$ cat src/rtl/jk_pkg.sv
// jk_pkg
//   Shared types and helpers for the JK bank driver.
//   - state_t     : driver FSM states
//   - JK_* consts : two-bit {J,K} command encodings for one JK cell
//   - jk_excite() : excitation-table lookup for one cell, cur -> tgt
package jk_pkg;

    typedef enum logic [1:0] {
        IDLE   = 2'd0,
        DRIVE  = 2'd1,
        SETTLE = 2'd2,
        CHECK  = 2'd3
    } state_t;

    localparam logic [1:0] JK_HOLD   = 2'b00;
    localparam logic [1:0] JK_RESET  = 2'b01;
    localparam logic [1:0] JK_SET    = 2'b10;
    localparam logic [1:0] JK_TOGGLE = 2'b11;

    // Returns {J,K} that moves one cell from cur to tgt on the next strobe.
    // Toggle is only produced when use_toggle is set.
    function automatic logic [1:0] jk_excite(input logic cur,
                                             input logic tgt,
                                             input logic use_toggle);
        logic [1:0] cmd;
        if (cur == tgt) begin
            cmd = JK_HOLD;
        end else if (use_toggle) begin
            cmd = JK_TOGGLE;
        end else if (tgt) begin
            cmd = JK_SET;
        end else begin
            cmd = JK_RESET;
        end
        return cmd;
    endfunction

endpackage

$ cat src/rtl/jk_excite_enc.sv
// jk_excite_enc
//   Combinational per-bit JK excitation encoder for a bank of WIDTH cells.
//   Ports:
//     i_cur [WIDTH] : current cell outputs
//     i_tgt [WIDTH] : desired cell outputs
//     o_j   [WIDTH] : J command per cell
//     o_k   [WIDTH] : K command per cell
//   USE_TOGGLE=1 encodes changed bits as toggle, otherwise as set/reset.
module jk_excite_enc
    import jk_pkg::*;
#(
    parameter int WIDTH      = 8,
    parameter int USE_TOGGLE = 0
) (
    input  logic [WIDTH-1:0] i_cur,
    input  logic [WIDTH-1:0] i_tgt,
    output logic [WIDTH-1:0] o_j,
    output logic [WIDTH-1:0] o_k
);

    localparam logic TOGGLE_MODE = (USE_TOGGLE != 0);

    always_comb begin
        o_j = '0;
        o_k = '0;
        for (int unsigned b = 0; b < WIDTH; b++) begin
            {o_j[b], o_k[b]} = jk_excite(i_cur[b], i_tgt[b], TOGGLE_MODE);
        end
    end

endmodule

$ cat src/rtl/jk_bank_driver.sv
// jk_bank_driver
//   Write-side driver for a bank of WIDTH JK cells. Accepts a target word,
//   strobes the j/k commands that move the bank there, waits SETTLE_CYCLES,
//   reads the bank back and re-drives only the still-wrong bits up to
//   MAX_RETRY times before reporting err.
//   Ports:
//     clk, rst          : clock (rising edge), async active-high reset
//     tgt_data/valid    : requested bank contents and its valid
//     tgt_ready         : high while idle (accepting)
//     q_fb              : bank Q readback
//     j_out/k_out/jk_en : registered per-cell commands and one-cycle strobe
//     done / err        : one-cycle completion / retries-exhausted pulses
//     mismatch          : q_fb^target from the final failed compare
module jk_bank_driver
    import jk_pkg::*;
#(
    parameter int WIDTH         = 8,
    parameter int SETTLE_CYCLES = 2,
    parameter int MAX_RETRY     = 3,
    parameter int USE_TOGGLE    = 0
) (
    input  logic             clk,
    input  logic             rst,
    input  logic [WIDTH-1:0] tgt_data,
    input  logic             tgt_valid,
    output logic             tgt_ready,
    input  logic [WIDTH-1:0] q_fb,
    output logic [WIDTH-1:0] j_out,
    output logic [WIDTH-1:0] k_out,
    output logic             jk_en,
    output logic             done,
    output logic             err,
    output logic [WIDTH-1:0] mismatch
);

    localparam int CNT_W = (SETTLE_CYCLES > 1) ? $clog2(SETTLE_CYCLES + 1) : 1;
    localparam int RTY_W = (MAX_RETRY > 0) ? $clog2(MAX_RETRY + 1) : 1;

    state_t           r_state;
    logic [WIDTH-1:0] r_tgt;
    logic [CNT_W-1:0] r_cnt;
    logic [RTY_W-1:0] r_retry;
    logic [WIDTH-1:0] r_j;
    logic [WIDTH-1:0] r_k;
    logic             r_en;
    logic             r_done;
    logic             r_err;
    logic [WIDTH-1:0] r_mismatch;

    state_t           w_state_nxt;
    logic [WIDTH-1:0] w_tgt_nxt;
    logic [CNT_W-1:0] w_cnt_nxt;
    logic [RTY_W-1:0] w_retry_nxt;
    logic [WIDTH-1:0] w_j_nxt;
    logic [WIDTH-1:0] w_k_nxt;
    logic             w_en_nxt;
    logic             w_done_nxt;
    logic             w_err_nxt;
    logic [WIDTH-1:0] w_mismatch_nxt;

    logic [WIDTH-1:0] w_enc_tgt;
    logic [WIDTH-1:0] w_enc_j;
    logic [WIDTH-1:0] w_enc_k;

    // j/k are registered into the DRIVE cycle, so the encoder must see the
    // values being captured this edge: tgt_data when accepting, the held
    // target when re-driving from CHECK. The current state is always q_fb.
    assign w_enc_tgt = (r_state == IDLE) ? tgt_data : r_tgt;

    jk_excite_enc #(
        .WIDTH      (WIDTH),
        .USE_TOGGLE (USE_TOGGLE)
    ) u_enc (
        .i_cur (q_fb),
        .i_tgt (w_enc_tgt),
        .o_j   (w_enc_j),
        .o_k   (w_enc_k)
    );

    always_comb begin
        w_state_nxt    = r_state;
        w_tgt_nxt      = r_tgt;
        w_cnt_nxt      = r_cnt;
        w_retry_nxt    = r_retry;
        w_j_nxt        = '0;
        w_k_nxt        = '0;
        w_en_nxt       = 1'b0;
        w_done_nxt     = 1'b0;
        w_err_nxt      = 1'b0;
        w_mismatch_nxt = r_mismatch;

        case (r_state)
            IDLE: begin
                if (tgt_valid) begin
                    w_tgt_nxt      = tgt_data;
                    w_retry_nxt    = '0;
                    w_mismatch_nxt = '0;
                    if (q_fb == tgt_data) begin
                        w_done_nxt = 1'b1;
                    end else begin
                        w_state_nxt = DRIVE;
                        w_j_nxt     = w_enc_j;
                        w_k_nxt     = w_enc_k;
                        w_en_nxt    = 1'b1;
                    end
                end
            end
            DRIVE: begin
                if (SETTLE_CYCLES > 0) begin
                    w_state_nxt = SETTLE;
                    w_cnt_nxt   = CNT_W'(SETTLE_CYCLES);
                end else begin
                    w_state_nxt = CHECK;
                end
            end
            SETTLE: begin
                w_cnt_nxt = r_cnt - CNT_W'(1);
                if (r_cnt <= CNT_W'(1)) begin
                    w_state_nxt = CHECK;
                end
            end
            CHECK: begin
                if (q_fb == r_tgt) begin
                    w_done_nxt  = 1'b1;
                    w_state_nxt = IDLE;
                end else if (r_retry < RTY_W'(MAX_RETRY)) begin
                    w_retry_nxt = r_retry + RTY_W'(1);
                    w_state_nxt = DRIVE;
                    w_j_nxt     = w_enc_j;
                    w_k_nxt     = w_enc_k;
                    w_en_nxt    = 1'b1;
                end else begin
                    w_mismatch_nxt = q_fb ^ r_tgt;
                    w_err_nxt      = 1'b1;
                    w_state_nxt    = IDLE;
                end
            end
            default: begin
                w_state_nxt = IDLE;
            end
        endcase
    end

    always_ff @(posedge clk or posedge rst) begin
        if (rst) begin
            r_state    <= IDLE;
            r_tgt      <= '0;
            r_cnt      <= '0;
            r_retry    <= '0;
            r_j        <= '0;
            r_k        <= '0;
            r_en       <= 1'b0;
            r_done     <= 1'b0;
            r_err      <= 1'b0;
            r_mismatch <= '0;
        end else begin
            r_state    <= w_state_nxt;
            r_tgt      <= w_tgt_nxt;
            r_cnt      <= w_cnt_nxt;
            r_retry    <= w_retry_nxt;
            r_j        <= w_j_nxt;
            r_k        <= w_k_nxt;
            r_en       <= w_en_nxt;
            r_done     <= w_done_nxt;
            r_err      <= w_err_nxt;
            r_mismatch <= w_mismatch_nxt;
        end
    end

    assign tgt_ready = (r_state == IDLE);
    assign j_out     = r_j;
    assign k_out     = r_k;
    assign jk_en     = r_en;
    assign done      = r_done;
    assign err       = r_err;
    assign mismatch  = r_mismatch;

endmodule

$ cat config.mk
export PLATFORM = sky130hd
export DESIGN_NAME = jk_bank_driver
export DESIGN_NICKNAME = d
export VERILOG_FILES = /design/src/rtl/jk_pkg.sv /design/src/rtl/jk_excite_enc.sv /design/src/rtl/jk_bank_driver.sv
export SDC_FILE = /design/constraint.sdc
export NUM_CORES = 1
export LEC_CHECK = 0
export BUFFER_PORTS_ARGS = -buffer_cell sky130_fd_sc_hd__buf_2
export CAP_MARGIN = 20
export CORE_ASPECT_RATIO = 0.8
export CORE_UTILIZATION = 52
export CTS_BUF_LIST = sky130_fd_sc_hd__clkbuf_4 sky130_fd_sc_hd__clkbuf_8 sky130_fd_sc_hd__clkbuf_16
export CTS_CLUSTER_DIAMETER = 80
export CTS_CLUSTER_SIZE = 12
export DETAILED_ROUTE_END_ITERATION = 8
export PLACE_DENSITY = 0.86
export SLEW_MARGIN = 20
export SYNTH_ARGS = -nofsm -noshare
export SYNTH_HDL_FRONTEND = slang
export SYNTH_SLANG_ARGS = --single-unit
$ cat constraint.sdc
create_clock -name clk -period 2.4 [get_ports clk]
set_input_delay 0.12 -clock clk [delete_from_list [all_inputs] [get_ports clk]]
set_output_delay 0.12 -clock clk [all_outputs]
set_load 0.02 [all_outputs]
# Word level (Yosys, flattened, before mapping)
# Index checks and enable logic that the tools add are counted.
dict set report totals {
  out_inout_bits 28
  reg_bits 41
  in_bits 19
}
dict set report classes {
  reduce_logical 7
  bitwise 1
  addsub 2
  order_cmp 2
  n_eq_ne 19
  n_mux 54
}
# op count
set op_table {}
lappend op_table {{$mux 8} 12}
lappend op_table {{$pmux 8 s2} 3}
lappend op_table {{$mux 2} 22}
lappend op_table {{$eq 8x8->1} 2}
lappend op_table {{$mux 1} 12}
lappend op_table {{$ne 2x2->1 const B} 6}
lappend op_table {{$eq 1x1->1} 8}
lappend op_table {{$pmux 2 s2} 2}
lappend op_table {{$pmux 2 s4} 1}
lappend op_table {{$reduce_and 4->1} 2}
lappend op_table {{$xor 8x8->8} 1}
lappend op_table {{$eq 2x2->1 const B} 2}
lappend op_table {{$pmux 1 s2} 2}
lappend op_table {{$reduce_bool 2->1} 2}
lappend op_table {{$reduce_and 3->1} 1}
lappend op_table {{$add 2x1->2 const B} 1}
lappend op_table {{$eq 2x1->1 const B} 1}
lappend op_table {{$le 2x1->1 const B} 1}
lappend op_table {{$logic_not 2->1} 1}
lappend op_table {{$lt 2x2->1 const B} 1}
lappend op_table {{$reduce_and 2->1} 1}
lappend op_table {{$sub 2x1->2 const B} 1}

# Longest topological paths before layout
# Gate-level depths: netlist of the first run.
dict set report depth {
  word_depth 7
  depth_mapped 8
  mapped_depth_nobuf 7
}

# By module
# Synthesis of the first run repeated with hierarchy kept, for this count alone.
dict set report unflattened {
  cells_unflattened 181
  hier_area_um2 2174.6
}
# mod cells_per_inst seq_area_each_um2 area_each_um2 instances
set by_module_without_submodules {}
lappend by_module_without_submodules {jk_bank_driver 165 1026.0 2034.5 1}
lappend by_module_without_submodules {jk_excite_enc 16 0.0 140.1 1}

# Worst setup path after synthesis of the first run
# Ideal clock, no wire load.
dict set report synth_path {
  kind {reg-to-reg}
  start {register r_state[0]}
  end {register r_k[0] (netlist: k_out[0])}
  stages_incl_launch_ff 9
  setup_ns 0.066
  path_slack_ns 0.493
  t_arrival_ns 1.841
  path_buffers 2
  path_cell_list {dfrtp_1 -> inv_1 -> ha_1 -> clkbuf_1 -> nand2_1 -> o32a_1 -> buf_6 -> inv_4 -> and3_1}
}
dict set report synth_between {
  elab_chain_cells 7
  elab_cells_between_ends 11
  classes_between {eq/ne: 2; mux: 8; reduce/logical: 1}
}
# element line_no
set synth_rtl {}
lappend synth_rtl {{start, declared} jk_bank_driver.sv:39} ;# state_t r_state;
lappend synth_rtl {{start signal, assigned} jk_bank_driver.sv:157} ;# r_state <= w_state_nxt;
lappend synth_rtl {{$logic_not 2->1 *} --}
lappend synth_rtl {{net tgt_ready} jk_bank_driver.sv:26} ;# output logic tgt_ready,
lappend synth_rtl {{$mux 8} jk_bank_driver.sv:68} ;# assign w_enc_tgt = (r_state == IDLE) ? tgt_data : r_tgt;
lappend synth_rtl {{$mux 2 / $eq 1x1->1 (equally long branches)} {jk_pkg.sv:30, jk_pkg.sv:26}}
lappend synth_rtl {{$mux 2} jk_pkg.sv:26} ;# if (cur == tgt) begin
lappend synth_rtl {{$mux 8, on equally long branches} {jk_bank_driver.sv:126, jk_bank_driver.sv:98}}
lappend synth_rtl {{$mux 8, on equally long branches} {jk_bank_driver.sv:123, jk_bank_driver.sv:94}}
lappend synth_rtl {{$pmux 8 s2 *} jk_bank_driver.sv:92} ;# case (r_state)
lappend synth_rtl {{net w_k_nxt[0]} jk_bank_driver.sv:55} ;# logic [WIDTH-1:0] w_k_nxt;
lappend synth_rtl {{end signal, assigned} jk_bank_driver.sv:162} ;# r_k <= w_k_nxt;
lappend synth_rtl {{end, declared} jk_bank_driver.sv:44} ;# logic [WIDTH-1:0] r_k;
# Mark *: on every way through the listed nets, which the timed path passes. The rest lies on a longest branch.
# A chain may end at the register's enable or synchronous reset.

# Worst setup path in the final report of the first run
dict set report layout_path {
  start {register r_tgt[6]}
  end {register r_k[5] (netlist: k_out[5])}
}
dict set report layout_between {
  elab_chain_cells 3
}
# element line_no
set layout_rtl {}
lappend layout_rtl {{start, declared} jk_bank_driver.sv:40} ;# logic [WIDTH-1:0] r_tgt;
lappend layout_rtl {{start signal, assigned} jk_bank_driver.sv:158} ;# r_tgt <= w_tgt_nxt;
lappend layout_rtl {{$eq 8x8->1} jk_bank_driver.sv:123} ;# if (q_fb == r_tgt) begin
lappend layout_rtl {{$mux 8} jk_bank_driver.sv:123}
lappend layout_rtl {{$pmux 8 s2} jk_bank_driver.sv:92}
lappend layout_rtl {{net w_k_nxt[5]} jk_bank_driver.sv:55}
# The timed path passes the listed nets, and every way through them passes these cells.

==> impl_metrics.json, run 1 <==
{
  "std_cell_rows": 19,
  "synth_cells": 168,
  "synth_seq_cells": 41,
  "cts_buffer_depth": 2,
  "cts_buffers": 5,
  "clkTransAtPathRegs_ns": 0.07,
  "relSlewSlack": 0.665,
  "grt_use_total": 0.219,
  "fin_tns_setup_ns": 0,
  "synth_top_area_cell": "dfrtp_1",
  "cp-end-kind": "register",
  "ant_nets": 0,
  "drtIter0Drc": 90,
  "ios": 47,
  "vdd_ir_drop_max_mv": 0.701,
  "drt_wl_total_microns": 3910,
  "critical_path_class": "reg -> reg",
  "start_util": 0.554,
  "core_area_sq_um": 3490,
  "final_nets": 249,
  "p_leak_uw": 0.00121,
  "synth.top_cell.area_share": 0.530,
  "synth-async-reset-ratio": 1.00,
  "synth_seq_area_share": 0.530,
  "synth_warnings": 0,
  "cp_num_buf_inv": 1,
  "cts_tree": "done",
  "drc": 0,
  "finalClockSkew_ns": 0.00571,
  "synth_edf_count": 0,
  "fmax_mhz": 506,
  "rsz0062_at_grt": "no",
  "wl_per_cell_microns": 14.6,
  "dieArea_sq_um": 3970,
  "dp_hpwl_microns": 2880,
  "synth_area_leaders": "dfrtp_1, xnor2_1, mux2_2, mux2i_1, ha_1",
  "cp.required_ns": 2.58,
  "cts_max_level": 2,
  "min_path_type": "in -> reg",
  "fill_cells": 266,
  "synth_area_sq_um": 1940,
  "grt_first_pass_wirelength_microns": 6480,
  "finalHoldViolCount": 0,
  "die_w_microns": 70.2,
  "critPathMaxFanout": 9,
  "cts-root-buf": "clkbuf_8",
  "tightest_slew_ns": 0.503,
  "cpMaxStageDelayCell": "dfrtp_1",
  "io_buffers": 46,
  "synth_ff_type": "dfrtp_1",
  "drv_slew": 0,
  "finalPower_uw": 2890,
  "die_y_microns": 56.6,
  "finalSetupViolCount": 0,
  "arrival_ns": 2.16,
  "dr.pass1.iters": 4,
  "grt_max_degree": 42,
  "drive_above_1_share": 0.333,
  "num_vias": 1467,
  "critPathMaxStageDelay_ns": 0.41,
  "grt_overflow_total": 0,
  "drt-vias-per-instance": 5.49,
  "antenna_found_initial": 0,
  "area_delta_synth_final_pct": 23.2,
  "fin_crit_sh": 0.824,
  "powerDensity_nw_per_um2": 1210,
  "final_cell_mix": "buf_2, dfrtp_1, xnor2_1, inv_1",
  "critPathLaunchType": "register",
  "maxCapViolCount": 0,
  "crit_chain": "xnor2_1 > nand4_2 > o21bai_4 > o32a_1 > inv_4 > and3_1",
  "synth_fp_nets": 193,
  "antennaDiodeCount": 0,
  "cp_top_family": "compound AO/OA/AOI/OAI gates",
  "place_congestion": 0.866,
  "yosysUniqueCellTypes": 34,
  "first_global_vias": 1386,
  "status": "complete, no violations",
  "clk_latency_ns": 0.30,
  "clock_sinks": 41,
  "syn_area_per_cell_sq_um": 11.5,
  "final_common_cell": "buf_2",
  "min_period_ns": 1.98
}
what timing repair did:
| action | 4_1_cts | 5_1_grt |
|---|---|---|
| hold buffers | 1 | 0 |
| hold endpoints to repair | 41 | 0 |
| buffers inserted | 0 | 0 |
| resized for setup | 0 | 0 |
metrics by stage:
step / hold WS [ns] / cells / util / cell area [sq um] / setup slack, ns
2_1_floorplan: 0.193 / 168 / - / 1940 / 0.493
3_3_place_gp: 0.262 / 258 / 0.642 / 2240 / 0.546
3_5_place_dp: 0.267 / 258 / 0.642 / 2240 / 0.495
4_1_cts: 0.0350 / 267 / 0.683 / 2390 / 0.472
5_1_grt: 0.0474 / 267 / 0.683 / 2390 / 0.345
6_report: 0.0399 / 267 / 0.683 / 2390 / 0.423
cells in the mapped netlist, types with 2 or more instances:
cell and number:
nand4_1 2, nor2_1 5, nor3_1 10, mux2i_1 10, mux2_2 9, xnor2_1 16, o22ai_1 5, nor2b_1 3
o21ai_0 5, inv_1 12, and3_1 8, nand3_1 2, ha_1 6, nand4_2 2, dfrtp_1 41, clkbuf_1 2
a21oi_1 5, nand2_1 9
worst reg2reg max path, delay by kind of cell (launching register included):
| family | cells | cell delay [ns] |
|---|---|---|
| buf+inv | 1 | 0.10 |
| compound gates | 2 | 0.54 |
| simple gates | 2 | 0.44 |
| xor+xnor | 1 | 0.37 |
| flops | 1 | 0.41 |
metal layers:
layer	track usage	vias to the layer above	wire length [microns]
met1	0.301	697	1900
met3	0.0521	13	261
met4	0.129	0	106
met5	0	-	0
li1	-	695	-
met2	0.317	62	1640
report_power, final:
part / leakage (uW) / internal, uW / switching [uW]
clock: 0.0000681 / 413 / 235
combinational: 0.000595 / 513 / 727
sequential: 0.000542 / 882 / 122
final timing paths:
check	start	to	slack, ns	depth (start not counted)
setup reg to reg	r_tgt[6]	k_out[5]	0.42	6
min in group asynchronous	rst	mismatch[5]	0.48	4
setup / recovery	r_tgt[6]	k_out[5]	0.42	6
max in group asynchronous	rst	r_state[1]	1.57	4
hold / removal	q_fb[6]	j_out[6]	0.04	2
hold reg to reg	mismatch[6]	mismatch[6]	0.52	2
layout make-up:
cell class                 instances  area, sq um  share of cell area
clock buffer                       5         68.8              0.0288
clock inverter                     3         65.1              0.0273
inverter                          13         51.3              0.0215
multi-input combinational        110          837               0.351
sequential                        41         1030               0.430
tap                               42         52.6              0.0220
timing repair buffer              53          285               0.120
flip-flops by register name, indices dropped and copies added, names as in the netlist:
signal,flops
r_retry,2
r_state,2
k_out,8
r_cnt,2
mismatch,8
r_tgt,8
jk_en,1
done,1
err,1
j_out,8
logic make-up after synthesis:
family / share of synthesized area
flops: 0.530
xor+xnor: 0.0723
fa+ha+maj: 0.0388
simple gates: 0.130
buf+inv: 0.0381
compound gates: 0.0872
mux: 0.104
Power figures use the tool's default switching activity.
==> run 2, diff against run 1 <==
- CORE_UTILIZATION: 52 -> 47
- PLACE_DENSITY: 0.86 -> 0.82
- clock period: 2.4 -> 1.8 ns (I/O delays scaled with it)
==> run 2 against run 1 <==
  * Die area is 10% higher
  * Critical path depth is 1 higher
  * Sequential power is 34% higher
  * Clock power is 18% higher
  * Final area is 6.0% higher
  * Clock-buffer cell count is 1 higher
  * First-iteration DRC count is 18% lower
  * Sequential share of layout area is 2.4 points lower
  * Combinational power is 54% higher
  * Register-to-register slack worse by 0.31 ns
  * Final cell count is 9.0% higher
  * Critical path type unchanged
  * Critical endpoint is now r_state[1]
  * Largest power group unchanged
  * Highest routed layer unchanged
==> impl_metrics.json, run 2 (synthesized netlist as in run 1, its figures left out) <==
{
  "dr.pass1.iters": 4,
  "cpMaxStageDelayCell": "dfrtp_1",
  "cp_num_buf_inv": 2,
  "clk_latency_ns": 0.29,
  "maxCapViolCount": 0,
  "rsz0062_at_grt": "no",
  "area_delta_synth_final_pct": 30.6,
  "dieArea_sq_um": 4380,
  "critical_path_class": "reg -> reg",
  "wl_per_cell_microns": 14.1,
  "cts_tree": "done",
  "vdd_ir_drop_max_mv": 0.875,
  "critPathMaxStageDelay_ns": 0.38,
  "busiest_layer": "met2",
  "place_congestion": 0.827,
  "fin_crit_sh": 0.936,
  "start_util": 0.499,
  "use_met3": 0.0476,
  "critPathMaxFanout": 3,
  "num_vias": 1473,
  "cp_top_family": "flip-flops",
  "timing.hold.ws_ns": 0.0176,
  "cts_max_level": 2,
  "tightest_slew_ns": 0.510,
  "powerDensity_nw_per_um2": 1590,
  "dp_hpwl_microns": 3110,
  "use_met2": 0.339,
  "relSlewSlack": 0.660,
  "cp-end-kind": "register",
  "grt_overflow_total": 0,
  "cts_buffer_depth": 2,
  "drtIter0Drc": 74,
  "share_comb_of_total_power": 0.476,
  "drt_wl_total_microns": 4110,
  "cts_buffers": 5,
  "antennaDiodeCount": 0,
  "min_period_ns": 1.69,
  "final_cell_mix": "buf_2, dfrtp_1, buf_4, xnor2_1, inv_1",
  "first_global_vias": 1478,
  "drc": 0,
  "die_w_microns": 73.8,
  "cts-root-buf": "clkbuf_8",
  "p_switching_uw": 1500,
  "clkTransAtPathRegs_ns": 0.08,
  "swShare": 0.373,
  "grt_use_met1": 0.279,
  "finalClockSkew_ns": 0.00858,
  "arrival_ns": 1.87,
  "std_cell_rows": 20,
  "fmax_mhz": 593,
  "p_leak_uw": 0.00127,
  "antenna_found_initial": 0,
  "final_nets": 260,
  "core_area_sq_um": 3880,
  "finalPower_uw": 4010,
  "finalSetupViolCount": 0,
  "critPathLaunchType": "register",
  "finalHoldViolCount": 0,
  "min_path_type": "in -> reg",
  "postPlaceCellArea_sq_um": 2350,
  "ant_nets": 0,
  "stdcell_area_sq_um": 2530,
  "drive_above_1_share": 0.407,
  "grt_max_degree": 42,
  "drt-vias-per-instance": 5.06,
  "grt_use_total": 0.213,
  "seqPwrFrac": 0.333,
  "cp.required_ns": 1.99,
  "clock_sinks": 41,
  "die_y_microns": 59.4,
  "pwr-share-clk": 0.191,
  "p_int_uw": 2520,
  "crit_chain": "inv_1 > buf_4 > ha_1 > nand3b_1 > nand2_1 > a2bb2oi_1 > mux2_2",
  "drv_slew": 0,
  "final_common_cell": "buf_2",
  "status": "complete, no violations",
  "fin_tns_setup_ns": 0,
  "ios": 47,
  "grt_first_pass_wirelength_microns": 6760,
  "io_buffers": 46
}
==> run 2: cell types whose count changed in the layout (fill, tap and decap cells not counted), sizes merged <==
| cell | previous run | this run |
|---|---|---|
| buf | 52 | 63 |
| clkinvlp | 0 | 1 |
| bufinv | 2 | 1 |
| clkinv | 1 | 0 |
| clkbuf | 5 | 6 |
==> run 2: power groups by stage <==
stage / Clock, uW / Combinational [uW] / Sequential, uW
after floorplan: 0 / 1090 / 1460
after global placement: 0 / 1790 / 1320
after detailed placement: 0 / 1830 / 1340
after CTS: 787 / 1850 / 1330
after global routing: 826 / 2080 / 1370
final: 767 / 1910 / 1340
==> run 2: worst paths after layout <==
check / slack [ns] / endpoint / cells after the start / from
hold reg to reg: 0.52 / mismatch[6] / 2 / mismatch[6]
max in group asynchronous: 0.99 / r_tgt[6] / 4 / rst
hold / removal: 0.02 / j_out[2] / 2 / q_fb[2]
setup / recovery: 0.11 / r_state[1] / 7 / r_state[0]
min in group asynchronous: 0.45 / j_out[1] / 4 / rst
setup reg to reg: 0.11 / r_state[1] / 7 / r_state[0]
==> run 2: layout make-up <==
type / instances / area, sq um
multi-input combinational: 110 / 883
tap: 55 / 68.8
sequential: 41 / 1030
inverter: 13 / 51.3
clock buffer: 6 / 82.6
timing repair buffer: 64 / 380
fill: 314 / 1350
clock inverter: 2 / 37.5
==> run 2: per-layer routing <==
metal / routed length, microns / part of all wire / up-vias
li1: - / - / 721
met4: 92 / 0.022 / 0
met3: 212 / 0.052 / 13
met5: 0 / 0 / -
met2: 1920 / 0.47 / 48
met1: 1890 / 0.46 / 691
==> run 2: timing repair <==
action                                  4_1_cts  5_1_grt
gates resized for setup                       2        6
hold buffers                                  1        0
pin swaps                                     0        1
hold endpoints to repair                     41        0
buffers inserted                              0        1
endpoints found under the setup margin        8        8
==> run 2: metrics by stage <==
step	util	setup WS [ns]	cells
final	0.652	0.115	291
after global placement	0.606	-0.0144	281
after floorplan	-	0.00895	168
after global routing	0.652	0.00941	291
after detailed placement	0.606	-0.0453	281
after CTS	0.642	0.0609	290
==> run 2: worst reg2reg max path: cells and delay by family (launching register included) <==
kind,cells,cell delay (ns)
flops,1,0.38
fa+ha+maj,1,0.19
compound gates,1,0.23
buf+inv,2,0.20
mux,1,0.36
simple gates,2,0.22
